### config.mk
export PLATFORM = sky130hd
export DESIGN_NAME = pc_sequencer
export DESIGN_NICKNAME = d
export VERILOG_FILES = /design/src/rtl/pc_sequencer.sv
export SDC_FILE = /design/constraint.sdc
export NUM_CORES = 1
export LEC_CHECK = 0
export ABC_CLOCK_PERIOD_IN_PS = 2300
export BUFFER_PORTS_ARGS = -buffer_cell sky130_fd_sc_hd__buf_2
export CAP_MARGIN = 20
export CORE_AREA = 2 2 39 41
export DETAILED_ROUTE_END_ITERATION = 8
export DIE_AREA = 0 0 41 43
export GPL_ROUTABILITY_DRIVEN = 0
export PLACE_DENSITY = 0.72
export SLEW_MARGIN = 20
export SYNTH_ARGS = -nofsm -noshare
export SYNTH_HDL_FRONTEND = slang
export SYNTH_SLANG_ARGS = --single-unit
### constraint.sdc
create_clock -name Clock -period 2.3 [get_ports Clock]
set_input_delay 0.115 -clock Clock [delete_from_list [all_inputs] [get_ports Clock]]
set_output_delay 0.115 -clock Clock [all_outputs]
set_load 0.01 [all_outputs]
### src/rtl/pc_sequencer.sv
// ---------------------------------------------------------------------------
// pc_sequencer
//
// Purpose:
//   Control sequencer for the bit-sliced PC/LR datapath. Takes one-word
//   commands from the main control FSM plus a level interrupt request and
//   produces the per-cycle select, write-enable, bus-drive and carry-in
//   controls for the PC and LR slices. Handles increment, jump, call,
//   return, PC read-out, LR load and interrupt entry/exit. PC and LR are
//   never allowed to drive SysBus in the same cycle, and a turnaround
//   cycle follows every command that leaves a driver on the bus.
//
// Ports:
//   Clock     in   1  system clock, all state changes on the rising edge
//   Reset     in   1  synchronous active-high reset
//   CmdValid  in   1  a command is present on Cmd
//   Cmd       in   3  0 NOP, 1 INC, 2 JMP, 3 CALL, 4 RET, 5 RDPC, 6 LDLR, 7 RETI
//   CmdReady  out  1  a command can be accepted this cycle
//   Done      out  1  pulse in the final execute cycle of a command or irq entry
//   Stall     in   1  freeze sequencing this cycle
//   IrqReq    in   1  level-sensitive interrupt request
//   IrqAck    out  1  vector-fetch cycle, requester drives vector onto SysBus
//   Ie        out  1  interrupt-enable flag
//   PcSel     out  2  PC next-value select (0 inc, 1 SysBus, 2 ALU out)
//   PcWe      out  1  PC write enable
//   PcEn      out  1  PC tristate drive onto SysBus
//   PcIncCin  out  1  carry-in of the PC incrementer
//   LrSel     out  1  LR next-value select (0 PC path, 1 SysBus)
//   LrWe      out  1  LR write enable
//   LrEn      out  1  LR tristate drive onto SysBus
// ---------------------------------------------------------------------------
module pc_sequencer (
    input  logic       Clock,
    input  logic       Reset,
    input  logic       CmdValid,
    input  logic [2:0] Cmd,
    output logic       CmdReady,
    output logic       Done,
    input  logic       Stall,
    input  logic       IrqReq,
    output logic       IrqAck,
    output logic       Ie,
    output logic [1:0] PcSel,
    output logic       PcWe,
    output logic       PcEn,
    output logic       PcIncCin,
    output logic       LrSel,
    output logic       LrWe,
    output logic       LrEn
);

    // Datapath select encodings shared with the PC/LR slices.
    localparam logic [1:0] PcSelInc    = 2'd0;
    localparam logic [1:0] PcSelSysbus = 2'd1;
    localparam logic [1:0] PcSelAluOut = 2'd2;
    localparam logic       LrSelPc     = 1'b0;
    localparam logic       LrSelSys    = 1'b1;

    typedef enum logic [2:0] {
        CmdNop  = 3'd0,
        CmdInc  = 3'd1,
        CmdJmp  = 3'd2,
        CmdCall = 3'd3,
        CmdRet  = 3'd4,
        CmdRdpc = 3'd5,
        CmdLdlr = 3'd6,
        CmdReti = 3'd7
    } cmdCode_t;

    typedef enum logic [2:0] {
        StIdle  = 3'd0,
        StExec1 = 3'd1,
        StExec2 = 3'd2,
        StTurn  = 3'd3,
        StIrq1  = 3'd4,
        StIrq2  = 3'd5
    } seqState_t;

    seqState_t state;
    seqState_t nextState;
    cmdCode_t  curCmd;
    cmdCode_t  nextCmd;
    logic      ieFlag;
    logic      nextIe;

    logic      irqPending;
    logic      readyInt;
    logic      pcWeRaw;
    logic      lrWeRaw;
    logic      doneRaw;
    logic      irqAckRaw;

    // An enabled interrupt blocks command acceptance so it always wins a
    // tie with a simultaneous CmdValid in the idle state.
    assign irqPending = IrqReq & ieFlag;
    assign readyInt   = (state == StIdle) & ~irqPending & ~Stall;
    assign CmdReady   = readyInt;
    assign Ie         = ieFlag;

    // State, latched command and interrupt-enable register. A stalled
    // cycle leaves everything untouched so the same state re-executes.
    always_ff @(posedge Clock) begin
        if (Reset) begin
            state  <= StIdle;
            curCmd <= CmdNop;
            ieFlag <= 1'b0;
        end else begin
            state  <= nextState;
            curCmd <= nextCmd;
            ieFlag <= nextIe;
        end
    end

    // Next-state logic. RETI raises Ie on the accepting edge so the flag is
    // already visible during its execute cycle; interrupt entry clears Ie
    // when IRQ1 completes, so nesting is impossible until a RETI returns.
    always_comb begin
        nextState = state;
        nextCmd   = curCmd;
        nextIe    = ieFlag;
        if (!Stall) begin
            case (state)
                StIdle: begin
                    if (irqPending) begin
                        nextState = StIrq1;
                    end else if (CmdValid && readyInt) begin
                        nextState = StExec1;
                        nextCmd   = cmdCode_t'(Cmd);
                        if (cmdCode_t'(Cmd) == CmdReti) begin
                            nextIe = 1'b1;
                        end
                    end
                end
                StExec1: begin
                    case (curCmd)
                        CmdCall:                   nextState = StExec2;
                        CmdRet, CmdReti, CmdRdpc:  nextState = StTurn;
                        default:                   nextState = StIdle;
                    endcase
                end
                StExec2: nextState = StIdle;
                StTurn:  nextState = StIdle;
                StIrq1: begin
                    nextState = StIrq2;
                    nextIe    = 1'b0;
                end
                StIrq2:  nextState = StIdle;
                default: nextState = StIdle;
            endcase
        end
    end

    // Moore output decode from the registered state and latched command.
    // Everything defaults to the idle value: no enables, PC path selects.
    always_comb begin
        PcSel     = PcSelInc;
        PcEn      = 1'b0;
        PcIncCin  = 1'b0;
        LrSel     = LrSelPc;
        LrEn      = 1'b0;
        pcWeRaw   = 1'b0;
        lrWeRaw   = 1'b0;
        doneRaw   = 1'b0;
        irqAckRaw = 1'b0;
        case (state)
            StExec1: begin
                case (curCmd)
                    CmdNop: begin
                        doneRaw = 1'b1;
                    end
                    CmdInc: begin
                        PcSel    = PcSelInc;
                        PcIncCin = 1'b1;
                        pcWeRaw  = 1'b1;
                        doneRaw  = 1'b1;
                    end
                    CmdJmp: begin
                        PcSel   = PcSelAluOut;
                        pcWeRaw = 1'b1;
                        doneRaw = 1'b1;
                    end
                    CmdCall: begin
                        // Link register captures PC+1 through the incrementer.
                        LrSel    = LrSelPc;
                        PcIncCin = 1'b1;
                        lrWeRaw  = 1'b1;
                    end
                    CmdRet, CmdReti: begin
                        // LR drives the bus and PC loads it in the same cycle.
                        LrEn    = 1'b1;
                        PcSel   = PcSelSysbus;
                        pcWeRaw = 1'b1;
                        doneRaw = 1'b1;
                    end
                    CmdRdpc: begin
                        PcEn    = 1'b1;
                        doneRaw = 1'b1;
                    end
                    CmdLdlr: begin
                        LrSel   = LrSelSys;
                        lrWeRaw = 1'b1;
                        doneRaw = 1'b1;
                    end
                    default: begin
                        doneRaw = 1'b0;
                    end
                endcase
            end
            StExec2: begin
                // Only CALL has a second execute cycle: jump to the target.
                PcSel   = PcSelAluOut;
                pcWeRaw = 1'b1;
                doneRaw = 1'b1;
            end
            StIrq1: begin
                // Save the current PC unmodified as the return address.
                LrSel    = LrSelPc;
                PcIncCin = 1'b0;
                lrWeRaw  = 1'b1;
            end
            StIrq2: begin
                irqAckRaw = 1'b1;
                PcSel     = PcSelSysbus;
                pcWeRaw   = 1'b1;
                doneRaw   = 1'b1;
            end
            default: begin
                doneRaw = 1'b0;
            end
        endcase
    end

    // Stall suppresses every side effect of the cycle while the bus
    // drivers keep their state value, so the cycle replays cleanly.
    assign PcWe   = pcWeRaw   & ~Stall;
    assign LrWe   = lrWeRaw   & ~Stall;
    assign Done   = doneRaw   & ~Stall;
    assign IrqAck = irqAckRaw & ~Stall;

endmodule
Word level (Yosys, flattened, before mapping)
Cells that the tools add are included.
{"block": "word_totals", "reg_bits": 7, "latchBits": 0, "ram_bits": 0, "mem_bits_ro": 0, "input_bits": 8, "wordCells": 67, "mem_count": 0}
{"block": "classes", "add_sub_neg": 0, "multipliers": 0, "div": 0, "order_cmp": 0, "n_eq_ne": 16, "shift": 0, "muxes": 25, "n_bitwise": 9, "reduce_logical": 14}
{"cell": "equality test 3 bit, second input constant", "count": 7}
{"cell": "two-way mux 1 bit", "count": 15}
{"cell": "equality test 3 x 2 -> 1 bit, second input constant", "count": 3}
{"cell": "case mux 3 bit (3 select lines)", "count": 1}
{"cell": "case mux 1 bit (2 select lines)", "count": 4}
{"cell": "case mux 2 bit (2 select lines)", "count": 2}
{"cell": "OR reduction 2 bit", "count": 4}
{"cell": "bitwise AND 1 bit", "count": 7}
{"cell": "OR reduction 7 bit", "count": 1}
{"cell": "equality test 3 x 1 -> 1 bit, second input constant", "count": 2}
{"cell": "zero test 3 bit", "count": 2}
{"cell": "two-way mux 3 bit", "count": 2}
{"cell": "case mux 2 bit (3 select lines)", "count": 1}
{"cell": "AND reduction 5 bit", "count": 1}
{"cell": "inequality test 2 x 1 -> 1 bit, second input constant", "count": 2}
{"cell": "AND reduction 4 bit", "count": 1}
{"cell": "OR reduction 4 bit", "count": 1}
{"cell": "inequality test 3 x 2 -> 1 bit, second input constant", "count": 1}
{"cell": "OR reduction 3 bit", "count": 1}
{"cell": "inequality test 2 bit, second input constant", "count": 1}
{"cell": "NOT 1 bit", "count": 2}
{"cell": "AND reduction 2 bit", "count": 1}
{"cell": "nonzero test 2 bit", "count": 1}
{"cell": "logical AND 1 bit", "count": 1}

Depth between registers and ports, before layout
Gate-level depths: netlist of run 1.
{"block": "logic_depth", "ltp_word": 8, "ltp_mapped": 4, "depth_no_buf": 3}

Worst setup path after synthesis of run 1
OpenSTA, ideal clock, no wires.
{"block": "synth_path", "kind": "register to output", "start": "register state[0]", "end": "output port LrSel", "t_arrival_ns": 1.208, "path_slack_ns": 0.977, "stages_incl_launch_ff": 5, "path_buffers": 1, "path_cell_list": "dfxtp_1 -> buf_6 -> inv_1 -> or4b_1 -> nor2_1"}
{"block": "synth_via", "elab_chain_len": 2}
{"element": "start, declared", "line_no": "79", "text": "seqState_t state;"}
{"element": "start signal, assigned", "line_no": "104", "text": "state <= StIdle;"}
{"element": "start signal, assigned", "line_no": "108", "text": "state <= nextState;"}
{"element": "equality test 3 x 1 -> 1 bit", "line_no": "165", "text": "case (state)"}
{"element": "two-way mux 1 bit", "line_no": "165"}
{"element": "end, declared", "line_no": "47", "text": "output logic LrSel,"}
Every way passes these cells.

Worst setup path in the final report of run 1
{"block": "layout_path", "start": "register state[0]", "end": "output port PcEn"}
{"block": "layout_via", "elab_chain_len": 2}
{"element": "equality test 3 x 1 -> 1 bit", "line_no": "165"}
{"element": "two-way mux 1 bit", "line_no": "165"}
{"element": "end, declared", "line_no": "45", "text": "output logic PcEn,"}
Every way passes these cells.

==> metrics.txt, run 1 <==
# TYPE chip_impl_metric gauge
chip_impl_metric{name="firstDrtPassIters",unit=""} 3
chip_impl_metric{name="max_clock_freq",unit="MHz"} 556
chip_impl_metric{name="fin_crit_sh",unit="%"} 78.1
chip_impl_metric{name="synth.yosys.warnings",unit=""} 0
chip_impl_metric{name="final_antenna_net_count",unit=""} 0
chip_impl_metric{name="power.density_cell_area",unit="mW/mm²"} 442
chip_impl_metric{name="area_growth_syn_to_layout",unit="%"} 18.4
chip_impl_metric{name="yosysTopAreaCellShare",unit="%"} 23.7
chip_impl_info{name="synth_top_cells_by_count",value="10 x nand2b_1, 7 x dfxtp_1, 7 x nor2_1"} 1
chip_impl_metric{name="postSynth.asyncResetShare",unit="%"} 0
chip_impl_info{name="rsz0062_at_grt",value="false"} 1
chip_impl_info{name="synth_top_flop_cell",value="dfxtp_1"} 1
chip_impl_metric{name="final_critical_path_setup_slack",unit="ps"} 503
chip_impl_info{name="r2r-start",value="state[2]"} 1
chip_impl_metric{name="die_height",unit="µm"} 43
chip_impl_metric{name="synth_edf_count",unit=""} 0
chip_impl_metric{name="final-max-slew-violation-count",unit=""} 0
chip_impl_metric{name="grt_usage",unit="%"} 17.0
chip_impl_info{name="crit_path_start",value="state[0]"} 1
chip_impl_info{name="synth_top_cell_by_area",value="dfxtp_1"} 1
chip_impl_metric{name="min_tclk_post_route",unit="ps"} 1800
chip_impl_metric{name="ys_ff_latch",unit=""} 7
chip_impl_metric{name="num_antenna_cells",unit=""} 0
chip_impl_metric{name="wl_per_cell",unit="µm"} 12.1
chip_impl_metric{name="critPathMaxStageDelay",unit="ps"} 550
chip_impl_info{name="worst_path_dominant_cell_family",value="simple AND/OR/NAND/NOR gates"} 1
chip_impl_info{name="dominant_combinational_cell_family_by_area_after_synthesis",value="simple AND/OR/NAND/NOR gates"} 1
chip_impl_metric{name="drv.max_cap_violation_count",unit=""} 0
chip_impl_metric{name="synth_area_per_cell",unit="µm²"} 8.20
chip_impl_metric{name="final-hold-violation-count",unit=""} 0
chip_impl_metric{name="finalWirelength",unit="mm"} 1.27
chip_impl_metric{name="distinct_cells_synth",unit=""} 33
chip_impl_metric{name="clock_latency",unit="ps"} 250
chip_impl_metric{name="postSynthCellCount",unit=""} 72
chip_impl_metric{name="die_area",unit="mm²"} 0.00176
chip_impl_metric{name="tightest_slew",unit="ps"} 462
chip_impl_info{name="post-synth-top-count-cell",value="nand2b_1"} 1
chip_impl_metric{name="cts_post_setup_buffers_inserted",unit=""} 0
chip_impl_metric{name="htree_num_levels",unit=""} 1
chip_impl_metric{name="synth_adder_area_share",unit="%"} 0
chip_impl_metric{name="post_synth_and_or_nand_nor_area_fraction",unit="%"} 40.0
chip_impl_metric{name="grt_pass1_wl",unit="mm"} 2.01
chip_impl_info{name="root_buffer",value="clkbuf_4"} 1
chip_impl_metric{name="initial_utilization",unit="%"} 42.7
chip_impl_metric{name="timing.slew.headroom",unit="%"} 69.1
chip_impl_metric{name="clock_tree.buffer_depth",unit=""} 2
chip_impl_metric{name="synth_fp_nets",unit=""} 80
chip_impl_metric{name="synthesis.area",unit="µm²"} 591
chip_impl_metric{name="remaining_routing_drc_violations",unit=""} 0
chip_impl_metric{name="dpl_worst_slack",unit="ps"} 786
chip_impl_metric{name="first_global_vias",unit=""} 484
chip_impl_info{name="timing.critical_path.cells",value="inv_1 > or4b_1 > nor2_1 > buf_2"} 1
chip_impl_metric{name="cp.arrival",unit="ps"} 1680
chip_impl_metric{name="worst_setup_hold_path_clk_slew",unit="ps"} 50
chip_impl_metric{name="clock_skew",unit="ps"} 3.99
chip_impl_metric{name="crit_path_max_fo",unit=""} 9
chip_impl_info{name="yosys-top-cells-area",value="dfxtp_1 24%, nand2b_1 11%, mux2i_1 5.1%"} 1
chip_impl_metric{name="first_iter_violations",unit=""} 8
chip_impl_metric{name="cts_num_sinks",unit=""} 7
chip_impl_metric{name="nets",unit=""} 98
chip_impl_metric{name="crit_required",unit="ps"} 2180
chip_impl_info{name="timing.setup.critical_path_class",value="reg2out"} 1
chip_impl_metric{name="floorplan.core_area",unit="mm²"} 0.00138
chip_impl_metric{name="via_count",unit=""} 575
chip_impl_info{name="timing.critical_path.from_type",value="flop"} 1
chip_impl_metric{name="pin_count_of_the_biggest_net_entering_global_routing",unit=""} 16
chip_impl_metric{name="io_buffer_count",unit=""} 19
chip_impl_info{name="tritoncts",value="done"} 1
chip_impl_metric{name="holdBufCountCts",unit=""} 0
chip_impl_metric{name="die_w",unit="µm"} 41
chip_impl_metric{name="synth_xor_area_share",unit="%"} 5.51
chip_impl_metric{name="fp-row-count",unit=""} 14
chip_impl_metric{name="static_power_due_to_leakage",unit="nW"} 0.293
chip_impl_metric{name="number_of_gates_resized_after_cts",unit=""} 0
chip_impl_metric{name="synth-seq-area-share",unit="%"} 23.7
chip_impl_info{name="outcome",value="completed"} 1
chip_impl_metric{name="grt-ovfl-total",unit=""} 0
chip_impl_metric{name="setup_total_negative_slack",unit="ps"} 0
chip_impl_metric{name="ir_drop",unit="mV"} 0.256
chip_impl_info{name="worstSetupEndpointType",value="output port"} 1
chip_impl_metric{name="total_power",unit="mW"} 0.309
chip_impl_metric{name="dp.final_hpwl",unit="µm"} 982
chip_impl_metric{name="final_layout_size_suffix_gt1_share",unit="%"} 29.2
chip_impl_metric{name="synth_compound_gate_area_share",unit="%"} 16.9
chip_impl_info{name="hold_start",value="Reset"} 1
chip_impl_metric{name="critical_path_buf_inv_count",unit=""} 2
chip_impl_metric{name="finalSetupViolCount",unit=""} 0
chip_impl_metric{name="grt_antenna_before_repair",unit=""} 0
chip_impl_metric{name="ios",unit=""} 20
chip_impl_info{name="min_path_type",value="in2reg"} 1
chip_impl_info{name="crit_path_top_delay_cell",value="or4b_1"} 1
chip_impl_metric{name="post_drt_via_cell_ratio",unit=""} 5.48
chip_impl_metric{name="numCtsBuffers",unit=""} 3
chip_impl_metric{name="muxShareOfSynthArea",unit="%"} 6.99
==> power breakdown <==
group          internal, mW  total [mW]  switching (mW)
Clock                0.0663       0.113          0.0464
Combinational        0.0316      0.0608          0.0292
Sequential            0.126       0.136         0.00966
Total                 0.224       0.309          0.0853
==> state kept, by name (all words and copies together), names as in the netlist <==
register / cells
state: 3
curCmd: 3
Ie: 1
==> worst reg2reg max path, delay by kind of cell, from the launching register on <==
kind,cells,cell delay [ps]
DFF,1,430
AOI/OAI and AO/OA,1,390
muxes,1,220
and+or+nand+nor,1,360
==> routing by layer <==
| metal | vias up | GRT usage [%] | wire [µm] |
|---|---|---|---|
| li1 | 293 | - | - |
| met1 | 260 | 20.0 | 570 |
| met2 | 18 | 25.6 | 593 |
| met3 | 4 | 2.09 | 72 |
| met4 | 0 | 14.0 | 31 |
| met5 | - | 0 | 0 |
==> kinds of logic (layout without fill, tap and decap cells) <==
kind of cell / Yosys count / count (layout)
multiplexers: 4 / 4
AND/OR/NAND/NOR: 37 / 37
flip-flops: 7 / 7
AO/OA/AOI/OAI: 14 / 14
XOR/XNOR: 2 / 2
buffers and inverters: 8 / 25
==> placed cells by master (no fill, tap or decap), types with 3 or more instances in the layout <==
cell type,instances
a21oi_1,4
a31oi_1,3
buf_2,19
clkbuf_4,3
dfxtp_1,7
mux2i_1,3
nand2_1,4
nand2b_1,10
nor2_1,7
nor3_1,3
==> worst paths after layout <==
path	slack (ps)	cells after the start	end
min reg2reg	570	2	curCmd[1]
max reg2reg	830	3	curCmd[1]
min	120	2	state[1]
max	500	4	PcEn
==> through the flow <==
step                hold slack [ps]  area (µm²)  util, %  cells
global placement                389         673     48.6    101
global route                    134         699     50.5    105
detailed placement              389         673     48.6    101
finish                          123         699     50.5    105
CTS                             117         699     50.5    105
floorplan                       271         591        -     72
==> area by class of cell <==
type	instances	area (µm²)
clock buffers	4	26.3
fillers	141	684
inverters	2	7.51
multi-input cells	57	410
flip-flops and latches	7	140
well taps	16	20.0
repair buffers	19	95.1
Note: power is estimated with default switching activity, not from simulation.
==> run 2, diff against run 1 <==
ABC_CLOCK_PERIOD_IN_PS = 1600   (was 2300)
CORE_AREA = default   (was 2 2 39 41)
CORE_MARGIN = 2   (was default)
CORE_UTILIZATION = 43   (was default)
DIE_AREA = default   (was 0 0 41 43)
PLACE_DENSITY = 0.73   (was 0.72)
clock period = 1.6 ns   (was 2.3 ns; I/O delays follow)
==> run 2 against run 1 <==
Sequential power rose by 44%. Global-route usage rose by 0.37 points. Sequential cell count did not move. Count of clock-buffer cells in the layout did not move. Worst hold slack got worse by 40 ps. Sequential share of layout area rose by 0.20 points. Register-to-register slack got worse by 630 ps. Clock power rose by 42%. Core utilization rose by 6.7 points. Largest power group unchanged. Highest routed layer unchanged.
==> metrics.txt, run 2 (synthesis results as in run 1) <==
# TYPE chip_impl_metric gauge
chip_impl_metric{name="holdBufCountCts",unit=""} 0
chip_impl_info{name="worstSetupEndpointType",value="output port"} 1
chip_impl_metric{name="post_drt_via_cell_ratio",unit=""} 5.69
chip_impl_metric{name="tightest_slew",unit="ps"} 368
chip_impl_metric{name="finalWirelength",unit="mm"} 1.31
chip_impl_metric{name="via_count",unit=""} 609
chip_impl_metric{name="fp-row-count",unit=""} 13
chip_impl_metric{name="num_antenna_cells",unit=""} 0
chip_impl_info{name="timing.setup.critical_path_class",value="reg2out"} 1
chip_impl_metric{name="dp.final_hpwl",unit="µm"} 998
chip_impl_info{name="timing.critical_path.from_type",value="flop"} 1
chip_impl_info{name="min_path_type",value="in2reg"} 1
chip_impl_metric{name="htree_num_levels",unit=""} 1
chip_impl_metric{name="area_growth_syn_to_layout",unit="%"} 24.6
chip_impl_info{name="rsz0062_at_grt",value="true"} 1
chip_impl_metric{name="numCtsBuffers",unit=""} 3
chip_impl_metric{name="final-max-slew-violation-count",unit=""} 0
chip_impl_info{name="root_buffer",value="clkbuf_4"} 1
chip_impl_metric{name="drv.max_cap_violation_count",unit=""} 0
chip_impl_info{name="layout.cells.most_common_list",value="19 x buf_2, 10 x nand2b_1, 7 x nor2_1"} 1
chip_impl_info{name="final_common_cell",value="buf_2"} 1
chip_impl_metric{name="power.density_cell_area",unit="mW/mm²"} 611
chip_impl_metric{name="cts_num_sinks",unit=""} 7
chip_impl_metric{name="remaining_routing_drc_violations",unit=""} 0
chip_impl_metric{name="wl_per_cell",unit="µm"} 12.2
chip_impl_info{name="tritoncts",value="done"} 1
chip_impl_metric{name="ios",unit=""} 20
chip_impl_metric{name="grt_pass1_wl",unit="mm"} 1.84
chip_impl_metric{name="clock_latency",unit="ps"} 250
chip_impl_metric{name="die_area",unit="mm²"} 0.00169
chip_impl_metric{name="timing.slew.headroom",unit="%"} 74.8
chip_impl_metric{name="floorplan.core_area",unit="mm²"} 0.00128
chip_impl_metric{name="final_cells",unit=""} 107
chip_impl_info{name="outcome",value="completed"} 1
chip_impl_metric{name="final_antenna_net_count",unit=""} 0
chip_impl_metric{name="worst_setup_hold_path_clk_slew",unit="ps"} 50
chip_impl_metric{name="met2_length",unit="µm"} 609
chip_impl_metric{name="crit_required",unit="ps"} 1520
chip_impl_metric{name="routed-wl-met3",unit="µm"} 93
chip_impl_metric{name="grt-ovfl-total",unit=""} 0
chip_impl_metric{name="die_height",unit="µm"} 41.1
chip_impl_metric{name="clock_skew",unit="ps"} 2.66
chip_impl_metric{name="die_w",unit="µm"} 41.1
chip_impl_metric{name="max_clock_freq",unit="MHz"} 655
chip_impl_metric{name="first_iter_violations",unit=""} 42
chip_impl_metric{name="firstDrtPassIters",unit=""} 4
chip_impl_metric{name="m1WireLength",unit="µm"} 580
chip_impl_metric{name="cp.arrival",unit="ps"} 1450
chip_impl_metric{name="initial_utilization",unit="%"} 46.0
chip_impl_metric{name="crit_path_max_fo",unit=""} 8
chip_impl_metric{name="ir_drop",unit="mV"} 0.396
chip_impl_metric{name="grt_usage",unit="%"} 17.4
chip_impl_info{name="top_signal_layer_used",value="met4"} 1
chip_impl_metric{name="static_power_due_to_leakage",unit="nW"} 0.314
chip_impl_metric{name="min_tclk_post_route",unit="ps"} 1530
chip_impl_metric{name="final_layout_size_suffix_gt1_share",unit="%"} 39.1
chip_impl_metric{name="fin_crit_sh",unit="%"} 95.4
chip_impl_metric{name="grt_antenna_before_repair",unit=""} 0
chip_impl_metric{name="dp_cells",unit=""} 102
chip_impl_metric{name="io_buffer_count",unit=""} 19
chip_impl_metric{name="nets",unit=""} 101
chip_impl_metric{name="pin_count_of_the_biggest_net_entering_global_routing",unit=""} 12
chip_impl_metric{name="finalSetupViolCount",unit=""} 0
chip_impl_metric{name="final-hold-violation-count",unit=""} 0
chip_impl_metric{name="clock_tree.buffer_depth",unit=""} 2
chip_impl_metric{name="postLayoutCoreUtil",unit="%"} 57.3
chip_impl_metric{name="first_global_vias",unit=""} 436
-- run 2: changes by cell type in the layout (fill, tap and decap cells not counted), sizes merged --
cell,previous run,this run
buf,19,22
-- run 2: worst max-delay path, stage by stage (launching register included) --
cell,delay (ps)
dfxtp_4,390
or2b_1,240
or3_1,300
a21oi_1,120
buf_2,140
-- run 2: final timing paths --
check                           startpoint        end  slack, ps  cells after the start
worst max-delay path              state[0]   PcSel[1]         70                      4
worst min-delay path                Cmd[0]  curCmd[0]         80                      3
worst max register to register    state[2]  curCmd[1]        200                      3
worst min register to register   curCmd[0]  curCmd[0]        530                      2
-- run 2: area by class of cell --
cell class,count,area (µm²)
Fill cell,124,549
Inverter,2,10.0
Tap cell,15,18.8
Clock buffer,4,26.3
Multi-Input combinational cell,57,414
Sequential cell,7,149
Timing Repair Buffer,22,118
-- run 2: metal layers --
layer / track usage (%) / vias up
met5: 0 / -
met3: 6.52 / 5
met1: 20.4 / 281
met2: 26.6 / 22
li1: - / 301
met4: 10.0 / 0
-- run 2: per-stage QoR --
stage / setup slack (ps) / power (mW) / setup TNS (ps) / area [µm²] / hold WS (ps)
finish: 74.4 / 0.450 / 0 / 736 / 82.8
global route: -19.7 / 0.482 / -23.2 / 736 / 75.5
CTS: 18.8 / 0.448 / 0 / 719 / 84.6
detailed placement: 124 / 0.286 / 0 / 687 / 365
global placement: 171 / 0.285 / 0 / 687 / 352
floorplan: 285 / 0.263 / 0 / 591 / 236
-- run 2: repair_timing --
action / 4_1_cts / 5_1_grt
setup buffers: 0 / 1
setup endpoints to repair: 5 / 5
gates resized for setup: 5 / 5
pin swaps: 0 / 1
-- run 2: where the power goes --
group | internal (mW) | switching [mW] | total (mW)
registers | 0.182 | 0.0142 | 0.196
clock network | 0.0952 | 0.0656 | 0.161
logic | 0.0488 | 0.0436 | 0.0925
total | 0.326 | 0.123 | 0.450
